$ cat config.mk
export PLATFORM = sky130hd
export DESIGN_NAME = typing_game_sequencer
export DESIGN_NICKNAME = d
export VERILOG_FILES = /design/src/rtl/typing_game_sequencer.sv
export SDC_FILE = /design/constraint.sdc
export NUM_CORES = 1
export LEC_CHECK = 0
export CORE_UTILIZATION = 47
export DETAILED_ROUTE_END_ITERATION = 10
export GPL_TIMING_DRIVEN = 0
export PLACE_DENSITY_LB_ADDON = 0.15
export SETUP_SLACK_MARGIN = 0.15
export SYNTH_ARGS = -nofsm -noshare
export SYNTH_HDL_FRONTEND = slang
export SYNTH_SLANG_ARGS = --single-unit
$ cat constraint.sdc
create_clock -name clk -period 2.2 [get_ports clk]
set_input_delay 0.44 -clock clk [delete_from_list [all_inputs] [get_ports clk]]
set_output_delay 0.44 -clock clk [all_outputs]
set_load 0.05 [all_outputs]
$ cat src/rtl/typing_game_sequencer.sv
// typing_game_sequencer: game controller for the four-letter typing game.
// Draws words from a 32-entry ROM via a 5-bit LFSR address, feeds the word
// checker, runs the per-word countdown and keeps the score.
// Optional feature macro: SPEEDUP_EN. When it is defined, the per-word time
// allowance shrinks by one tick after every fourth completed word.
// ROM reads take one clk, so the address of the word after nextWord is always
// issued ahead of time. That word is then already on romData when a word
// completes, and ADVANCE can capture it in a single clk.
module typing_game_sequencer #(
  parameter int         WORD_W     = 20,
  parameter int         TICK_DIV   = 100000000,
  parameter int         TIME_LIMIT = 10,
  parameter int         SCORE_W    = 8,
  parameter logic [4:0] LFSR_SEED  = 5'b00001
) (
  input  logic               clk,
  input  logic               reset,
  input  logic               start,
  input  logic               wordComplete,
  input  logic               mistake,
  output logic [4:0]         romAddr,
  input  logic [WORD_W-1:0]  romData,
  output logic [WORD_W-1:0]  currentWord,
  output logic [WORD_W-1:0]  nextWord,
  output logic               checkerReset,
  output logic [SCORE_W-1:0] score,
  output logic [7:0]         timeLeft,
  output logic               playing,
  output logic               gameOver
);

  localparam int         PRE_W    = $clog2(TICK_DIV);
  localparam logic [PRE_W-1:0] PRE_TERM = PRE_W'(TICK_DIV - 1);
  localparam logic [7:0] LIMIT    = 8'(TIME_LIMIT);

  typedef enum logic [2:0] {
    S_IDLE    = 3'd0,
    S_FETCH1  = 3'd1,
    S_FETCH2  = 3'd2,
    S_FETCH3  = 3'd3,
    S_PLAY    = 3'd4,
    S_ADVANCE = 3'd5,
    S_OVER    = 3'd6
  } state_t;

  // Fibonacci LFSR for x^5+x^3+1, shifting right; visits 1..31 only.
  function automatic logic [4:0] lfsr_next(input logic [4:0] v);
    return {v[0] ^ v[2], v[4:1]};
  endfunction

  state_t              state_q, state_d;
  logic [4:0]          lfsr_q, lfsr_d;
  logic [4:0]          rom_addr_q, rom_addr_d;
  logic [WORD_W-1:0]   cur_word_q, cur_word_d;
  logic [WORD_W-1:0]   next_word_q, next_word_d;
  logic [SCORE_W-1:0]  score_q, score_d;
  logic [7:0]          time_q, time_d;
  logic [PRE_W-1:0]    pre_q, pre_d;
  logic                chk_rst_q, chk_rst_d;
  logic                playing_q, playing_d;
  logic                game_over_q, game_over_d;
  // bit 2 = start, bit 1 = wordComplete, bit 0 = mistake
  logic [2:0]          sync1_q, sync1_d, sync2_q, sync2_d;
  logic [2:0]          prev_q, prev_d, pulse_q, pulse_d;
  logic                start_p, done_p, miss_p, tick_s;
  logic [7:0]          reload_s;

`ifdef SPEEDUP_EN
  logic [7:0]          reload_q, reload_d;
  assign reload_s = reload_q;
`else
  assign reload_s = LIMIT;
`endif

  assign start_p = pulse_q[2];
  assign done_p  = pulse_q[1];
  assign miss_p  = pulse_q[0];
  assign tick_s  = (pre_q == PRE_TERM);

  // Two-flop synchronisers followed by registered rising-edge detectors.
  always_comb begin
    sync1_d = {start, wordComplete, mistake};
    sync2_d = sync1_q;
    prev_d  = sync2_q;
    pulse_d = sync2_q & ~prev_q;
  end

  // Game sequencing: next state, word/score/timer updates, registered outputs.
  always_comb begin
    state_d     = state_q;
    lfsr_d      = lfsr_q;
    rom_addr_d  = rom_addr_q;
    cur_word_d  = cur_word_q;
    next_word_d = next_word_q;
    score_d     = score_q;
    time_d      = time_q;
    pre_d       = pre_q;
    chk_rst_d   = 1'b0;
`ifdef SPEEDUP_EN
    reload_d    = reload_q;
`endif
    case (state_q)
      S_IDLE, S_OVER: begin
        if (start_p) begin
          score_d    = {SCORE_W{1'b0}};
          rom_addr_d = lfsr_q;
          lfsr_d     = lfsr_next(lfsr_q);
          state_d    = S_FETCH1;
`ifdef SPEEDUP_EN
          reload_d   = LIMIT;
`endif
        end else begin
          state_d = state_q;
        end
      end
      S_FETCH1: begin
        rom_addr_d = lfsr_q;
        lfsr_d     = lfsr_next(lfsr_q);
        state_d    = S_FETCH2;
      end
      S_FETCH2: begin
        cur_word_d = romData;
        state_d    = S_FETCH3;
      end
      S_FETCH3: begin
        next_word_d = romData;
        time_d      = reload_s;
        pre_d       = {PRE_W{1'b0}};
        chk_rst_d   = 1'b1;
        rom_addr_d  = lfsr_q;
        lfsr_d      = lfsr_next(lfsr_q);
        state_d     = S_PLAY;
      end
      S_PLAY: begin
        if (tick_s) begin
          pre_d = {PRE_W{1'b0}};
          if (time_q != 8'd0) begin
            time_d = time_q - 8'd1;
          end else begin
            time_d = time_q;
          end
        end else begin
          pre_d = pre_q + PRE_W'(1);
        end
        if (miss_p) begin
          state_d = S_OVER;
        end else if (done_p) begin
          cur_word_d = next_word_q;
          if (score_q == {SCORE_W{1'b1}}) begin
            score_d = score_q;
          end else begin
            score_d = score_q + {{(SCORE_W-1){1'b0}}, 1'b1};
          end
          rom_addr_d = lfsr_q;
          lfsr_d     = lfsr_next(lfsr_q);
          state_d    = S_ADVANCE;
`ifdef SPEEDUP_EN
          if ((score_q[1:0] == 2'b11) && (reload_q > 8'd1)) begin
            reload_d = reload_q - 8'd1;
          end else begin
            reload_d = reload_q;
          end
`endif
        end else if (tick_s && (time_q == 8'd1)) begin
          time_d  = 8'd0;
          state_d = S_OVER;
        end else begin
          state_d = S_PLAY;
        end
      end
      S_ADVANCE: begin
        next_word_d = romData;
        time_d      = reload_s;
        pre_d       = {PRE_W{1'b0}};
        chk_rst_d   = 1'b1;
        state_d     = S_PLAY;
      end
      default: begin
        state_d = S_IDLE;
      end
    endcase
    playing_d   = (state_d == S_PLAY) || (state_d == S_ADVANCE);
    game_over_d = (state_d == S_OVER);
  end

  // State and output registers with synchronous reset.
  always_ff @(posedge clk) begin
    if (reset) begin
      state_q     <= S_IDLE;
      lfsr_q      <= LFSR_SEED;
      rom_addr_q  <= 5'd0;
      cur_word_q  <= {WORD_W{1'b0}};
      next_word_q <= {WORD_W{1'b0}};
      score_q     <= {SCORE_W{1'b0}};
      time_q      <= 8'd0;
      pre_q       <= {PRE_W{1'b0}};
      chk_rst_q   <= 1'b0;
      playing_q   <= 1'b0;
      game_over_q <= 1'b0;
      sync1_q     <= 3'b000;
      sync2_q     <= 3'b000;
      prev_q      <= 3'b000;
      pulse_q     <= 3'b000;
`ifdef SPEEDUP_EN
      reload_q    <= LIMIT;
`endif
    end else begin
      state_q     <= state_d;
      lfsr_q      <= lfsr_d;
      rom_addr_q  <= rom_addr_d;
      cur_word_q  <= cur_word_d;
      next_word_q <= next_word_d;
      score_q     <= score_d;
      time_q      <= time_d;
      pre_q       <= pre_d;
      chk_rst_q   <= chk_rst_d;
      playing_q   <= playing_d;
      game_over_q <= game_over_d;
      sync1_q     <= sync1_d;
      sync2_q     <= sync2_d;
      prev_q      <= prev_d;
      pulse_q     <= pulse_d;
`ifdef SPEEDUP_EN
      reload_q    <= reload_d;
`endif
    end
  end

  assign romAddr      = rom_addr_q;
  assign currentWord  = cur_word_q;
  assign nextWord     = next_word_q;
  assign checkerReset = chk_rst_q;
  assign score        = score_q;
  assign timeLeft     = time_q;
  assign playing      = playing_q;
  assign gameOver     = game_over_q;

endmodule

==> results of run 1 <==
[what timing repair did]
item,in CTS,in global routing
gates resized for setup,58,83
pin swaps,13,18
setup endpoints to repair,87,111
setup buffers,13,21
cloned,0,3
[worst paths after layout]
kind / start / endpoint / slack, ns
setup / recovery: pre_q[17] / timeLeft[6] / 0.09
hold / removal: prev_q[2] / pulse_q[2] / 0.39
setup reg to reg: pre_q[17] / timeLeft[6] / 0.09
hold reg to reg: prev_q[2] / pulse_q[2] / 0.39
[power by group through the flow]
stage | clock network [W] | registers [W] | logic [W]
detailed placement | 0 | 0.00234 | 0.00199
finish | 0.00136 | 0.00230 | 0.00212
global route | 0.00146 | 0.00233 | 0.00225
floorplan | 0 | 0.00293 | 0.000781
CTS | 0.00137 | 0.00230 | 0.00206
global placement | 0 | 0.00234 | 0.00197
[cells in the mapped netlist (2+ instances only)]
| cell type | instances |
|---|---|
| nor3b_1 | 3 |
| buf_1 | 4 |
| and4_1 | 5 |
| a41oi_1 | 2 |
| xor2_1 | 7 |
| o311a_1 | 2 |
| a22oi_1 | 4 |
| nor3_1 | 7 |
| xnor2_1 | 4 |
| nand3_1 | 15 |
| nand4b_1 | 2 |
| a21o_1 | 2 |
| and3_1 | 8 |
| or4_1 | 5 |
| nor2b_1 | 18 |
| dfxtp_1 | 108 |
| or2_2 | 2 |
| a22o_1 | 6 |
| nor4_1 | 3 |
| nand2_1 | 111 |
| a31oi_1 | 17 |
| clkbuf_1 | 34 |
| o21ai_0 | 20 |
| o31a_1 | 2 |
| inv_1 | 10 |
| nand2b_1 | 5 |
| o21a_1 | 2 |
| and2_1 | 5 |
| nand4_1 | 15 |
| mux2i_1 | 10 |
| a21oi_1 | 43 |
| or3_1 | 6 |
| nand3b_1 | 2 |
| nor2_1 | 58 |
| ha_1 | 5 |
| o2111ai_1 | 2 |
| a311oi_1 | 21 |
| buf_4 | 3 |
[flip-flops by register name, summed over array words and instances, names as in the netlist]
register      cells
nextWord         20
playing           1
currentWord      20
timeLeft          8
gameOver          1
sync1_q           3
score             8
lfsr_q            5
checkerReset      1
prev_d            3
romAddr           2
prev_q            3
pulse_q           3
state_q           3
pre_q            27
[kinds of logic after synthesis]
logic type | synth area share
compound gates | 0.1797
xor+xnor | 0.01965
fa+ha+maj | 0.01276
buf+inv | 0.04237
flops | 0.4410
mux | 0.02042
simple gates | 0.2841
[placed cells by master (no fill, tap or decap), drive strengths merged, types with 5 or more instances in the layout]
cell type | synthesis | routed
nand2 | 111 | 111
dfxtp | 108 | 108
nor2 | 58 | 58
clkdlybuf4s50 | 0 | 51
buf | 8 | 46
a21oi | 43 | 43
clkbuf | 34 | 42
dlymetal6s2s | 0 | 25
a311oi | 21 | 21
o21ai | 20 | 20
nor2b | 18 | 18
a31oi | 17 | 17
nand4 | 16 | 16
nand3 | 16 | 16
inv | 10 | 14
dlygate4sd2 | 0 | 11
mux2i | 10 | 10
and3 | 8 | 8
xor2 | 7 | 7
nor3 | 7 | 7
or3 | 6 | 6
a22o | 6 | 6
and2 | 6 | 6
and4 | 5 | 5
nand2b | 5 | 5
or4 | 5 | 5
ha | 5 | 5
[through the flow]
stage / power (W) / instance area [µm²] / setup WS, ns / TNS (ns) / std cells
floorplan: 0.003710 / 4945 / 0.1441 / 0 / 601
global placement: 0.004312 / 5982 / -0.2320 / -3.633 / 821
detailed placement: 0.004339 / 5982 / -0.3055 / -4.406 / 821
CTS: 0.005727 / 6476 / 0.01983 / 0 / 850
global route: 0.006034 / 6898 / 0.02441 / 0 / 874
finish: 0.005785 / 6898 / 0.08826 / 0 / 874
[final cells by class]
type                    count  share of cell area
multi-input cells         441              0.3972
flip-flops and latches    108              0.3173
repair buffers            124              0.1814
plain buffers              42             0.04136
well taps                 133             0.02412
clock buffers               9             0.01796
clock inverters             7             0.01487
inverters                  10            0.005804
[critical path, stage by stage, from the launching register on]
cell     delay [ns]
dfxtp_1        0.38
or4b_4         0.52
nor4_4         0.24
buf_4          0.20
nand4_4        0.09
or4_4          0.43
a31oi_1        0.17
[per-layer routing]
metal | vias to the layer above | GRT usage | share of wire
met4 | 0 | 0.1133 | 0.031
met2 | 244 | 0.4219 | 0.48
met5 | - | 0 | 0
met3 | 41 | 0.04449 | 0.068
met1 | 2443 | 0.3234 | 0.42
li1 | 2414 | - | -
==> flow_summary_export.csv, run 1 <==
group,metric,value,unit
place,numPortBuffers,87,
route,viasPerCell,5.883,
yosys,synth_area,4902,µm²
job,max_cap_violations,0,
clock_tree,cts_sinks,108,
power,ir_drop,0.5124,mV
route,drc,0,
yosys,yosysTopAreaCell,"dfxtp_1",
finish,num_antenna_cells,0,
floorplan,start_util,0.4925,
critical_path,crit_arrival,2.43,ns
critical_path,worstPathMaxFanout,5,
global_routing,antenna_found_initial,0,
route,vias,5142,
sta,finalHoldViolCount,0,
sta,finalSetupViolations,0,
route,ant_nets,0,
clock_tree,cts_tree,"built",
sta,worst_pin_slew,0.6062,ns
place,dp.final_hpwl,9200,µm
floorplan,pin_count,89,
critical_path,worstRegToRegCells,6,
floorplan,die_h,104.1,µm
clock_tree,cts_made_buffers,9,
power,p_per_area,838.7,nW/µm²
critical_path,worstPathRequired,2.51,ns
clock_tree,cts-htree-levels,3,
sta,rsz0062_at_grt,"true",
yosys,synth_edf_count,0,
power,pwr-share-clk,0.235,
yosys,async_flop_share,0,
power,seqPwrFrac,0.397,
global_routing,grt_pass1_vias,4670,
finish,drive_gt1_frac,0.1768,
sta,slew_headroom,0.5959,
finish,seq_area,2188,µm²
global_routing,grt_first_pass_wirelength,22430,µm
route,drt-pass1-iter-count,5,
clock_tree,root_buffer,"clkbuf_8",
finish,postLayoutCoreUtil,0.6929,
route,wire_per_inst,16.77,µm
global_routing,grt_max_degree,22,
yosys,avgSynthCellArea,8.157,µm²
sta,finalMaxSlewViolations,0,
yosys,synth_fp_nets,631,
power,switching_share,0.3955,
status,run_status,"finished clean",
min_path,hold_path_class,"reg -> reg",
power,p_leak,3.052,nW
finish,area_delta_synth_final,40.71,%
yosys,synth_top_area_share,0.4410,
yosys,synthTopCellsByArea,"dfxtp_1 (44%), nand2_1 (8.5%), nor2_1 (4.4%), a21oi_1 (4.4%), a311oi_1 (3.8%)",
yosys,ys_ff_latch,108,
place,gp_congestion,0.9016,
sta,fin_skew,0.01521,ns
floorplan,core_area,9955,µm²
floorplan,die-area,10840,µm²
critical_path,cp-end-kind,"flop",
yosys,yosysSeqAreaShare,0.4410,
sta,hold_ws,0.3889,ns
sta,fmax,0.4735,GHz
sta,min_period,2.112,ns
sta,post-route-period-util,0.9599,
global_routing,gr-total-overflow,0,
critical_path,worstSetupStartpointType,"flop",
power,p_sw,0.002288,W
finish,num-nets-final,766,
route,route.final.wire_length,14660,µm
min_path,hold_depth,1,
clock_tree,cts_max_path_buffers,2,
critical_path,path_class,"reg -> reg",
clock_tree,path_clk_slew,0.12,ns
clock_tree,cts_hold_repair.buffers,0,
yosys,ys_dominant_reg_cell,"dfxtp_1",
yosys,yosysWarningCount,0,
floorplan,fp.dieW,104.1,µm
yosys,yosysUniqueCellTypes,61,
floorplan,row_count,36,
finish,multiInputGateArea,2740,µm²
yosys,netlist_instances,601,
power,pwr-share-comb,0.367,
route,first_iter_violations,362,
finish,fillers,747,
power,intPower,0.003497,W
global_routing,grt_use_total,0.2545,
clock_tree,clkLatencyLatePin,0.39,ns
Note: power is estimated with default switching activity, not from simulation.
==> inputs of run 2 (changes only) <==
- CORE_MARGIN: default -> 1.5
- HOLD_SLACK_MARGIN: default -> 0.15
- SLEW_MARGIN: default -> 20
==> run 2 against run 1 <==
Compared with the run above: combinational power about the same; first-iteration DRC count decreased by 14%; maximum frequency increased by 2.2%; clock power decreased by 14%; critical endpoint unchanged; largest cell class unchanged; highest routed layer unchanged.
==> flow_summary_export.csv, run 2 (synthesized netlist as in run 1, its figures left out) <==
group,metric,value,unit
sta,finalMaxSlewViolations,0,
route,drt-pass1-iter-count,5,
sta,fmax,0.4840,GHz
critical_path,rrSetupSlack,0.13,ns
global_routing,grt_pass1_vias,4610,
route,drt-met1-wl,6023,µm
global_routing,grt_first_pass_wirelength,22090,µm
min_path,worstHoldStart,"prev_q[1]",
finish,largest_reg_flops,27,
floorplan,die-area,11050,µm²
global_routing,grt_max_degree,19,
min_path,hold_depth,1,
critical_path,crit_arrival,2.36,ns
critical_path,worstPathMaxFanout,6,
floorplan,fp.dieW,105.1,µm
finish,drive_gt1_frac,0.1575,
critical_path,reg2reg_from,"pre_q[19]",
critical_path,worstRegToRegCells,6,
min_path,hold_path_class,"reg -> reg",
status,run_status,"finished clean",
floorplan,start_util,0.4791,
sta,finalSetupViolations,0,
place,dpl.cell_count,824,
clock_tree,path_clk_slew,0.11,ns
route,top_layer,"met4",
job,max_cap_violations,0,
route,dr_wl_met2,6758,µm
finish,final_cell_mix,"nand2_1 (111), dfxtp_1 (97), clkdlybuf4s50_1 (64), nor2_1 (56), a21oi_1 (38)",
place,numPortBuffers,87,
critical_path,path_class,"reg -> reg",
route,viasPerCell,5.733,
power,p_leak,2.709,nW
route,first_iter_violations,313,
clock_tree,cts_max_path_buffers,2,
sta,slew_headroom,0.5702,
sta,rsz0062_at_grt,"true",
clock_tree,cts_sinks,108,
critical_path,path_cells,"or4b_4 > nor4_4 > buf_6 > nand4_4 > or4_1 > a31oi_1",
critical_path,worstSetupStartpointType,"flop",
critical_path,cp-end-kind,"flop",
finish,fillers,862,
route,drc,0,
global_routing,grt_use_total,0.2490,
sta,min_period,2.066,ns
clock_tree,cts_tree,"built",
global_routing,gr-total-overflow,0,
place,gp_congestion,0.8865,
finish,num-nets-final,755,
floorplan,pin_count,89,
route,wire_per_inst,15.98,µm
finish,largest-register,"pre_q",
sta,worst_pin_slew,0.6448,ns
route,ant_nets,0,
sta,post-route-period-util,0.9391,
sta,fin_skew,0.01571,ns
route,route.final.wire_length,13840,µm
power,ir_drop,0.4450,mV
critical_path,crit_slowest_cell,"or4b_4",
critical_path,reg2reg_to,"timeLeft[6]",
finish,num_antenna_cells,0,
min_path,holdPathEnd,"pulse_q[1]",
place,pre_cts_ws,-0.2799,ns
power,p_per_area,841.0,nW/µm²
place,dp.final_hpwl,9411,µm
finish,area_delta_synth_final,35.45,%
clock_tree,root_buffer,"clkbuf_8",
sta,hold_ws,0.3946,ns
floorplan,core_area,10230,µm²
floorplan,row_count,37,
clock_tree,cts_made_buffers,9,
route,vias,4965,
route,wl_met3,708,µm
finish,layout_commonest_cell,"nand2_1",
clock_tree,cts_hold_repair.buffers,0,
finish,fin_cells,866,
power,finalPower,0.005585,W
global_routing,antenna_found_initial,0,
clock_tree,cts-htree-levels,3,
critical_path,slowest_delay,0.54,ns
clock_tree,clkLatencyLatePin,0.38,ns
sta,finalWorstSetupSlack,0.1340,ns
floorplan,die_h,105.1,µm
sta,finalHoldViolCount,0,
critical_path,worstPathRequired,2.50,ns
run 2: routing by layer:
layer  vias up  global-route usage
met1      2357              0.3116
met4         0              0.1155
met2       179              0.4230
li1       2394                   -
met3        35             0.03431
met5         -                   0
run 2: worst max path at each step:
stage | from | end | slack (ns) | cells past startpoint
floorplan | pre_q[25] | timeLeft[7] | 0.14 | 5
global placement | state_q[1] | pre_q[9] | -0.22 | 7
detailed placement | state_q[1] | pre_q[9] | -0.28 | 7
CTS | pre_q[19] | timeLeft[7] | 0.04 | 6
global route | pre_q[2] | pre_q[19] | 0.07 | 5
finish | pre_q[19] | timeLeft[6] | 0.13 | 6
run 2: final cells by class:
class / instances / area (µm²) / share of cell area
multi-input combinational: 441 / 2703 / 0.4070
sequential: 108 / 2186 / 0.3292
timing repair buffer: 113 / 1097 / 0.1653
buffer: 42 / 262.8 / 0.03957
tap: 136 / 170.2 / 0.02563
clock buffer: 11 / 141.4 / 0.02129
clock inverter: 5 / 42.54 / 0.006407
inverter: 10 / 37.54 / 0.005653
run 2: report_power, final:
part	switching, W	total [W]	internal [W]
logic	0.00136	0.00212	0.000759
registers	0.000127	0.00230	0.00217
clock network	0.000709	0.00117	0.000456
run 2: metrics by stage:
step	cell area (µm²)	setup TNS (ns)	utilization
2_1_floorplan	4945	0	-
3_3_place_gp	5986	-3.679	0.5851
3_5_place_dp	5986	-4.393	0.5851
4_1_cts	6402	0	0.6258
5_1_grt	6640	0	0.6490
6_report	6640	0	0.6490
run 2: timing repair:
item                                    4_1_cts  5_1_grt
buffers inserted                             15        9
pin swaps                                     9       11
gates resized for setup                      54       62
cloned                                        1        1
endpoints found under the setup margin       86       92
run 2: critical path, delay by kind of cell, from the launching register on:
family	cells	cell delay, ns
AND/OR/NAND/NOR	4	1.28
flip-flops	1	0.34
buffers and inverters	1	0.19
AO/OA/AOI/OAI	1	0.17
==> inputs of run 3 (changes only) <==
- GPL_ROUTABILITY_DRIVEN: default -> 1
==> results of run 3 <==
The final DEF is identical to that of run 2; final timing and power are the same.
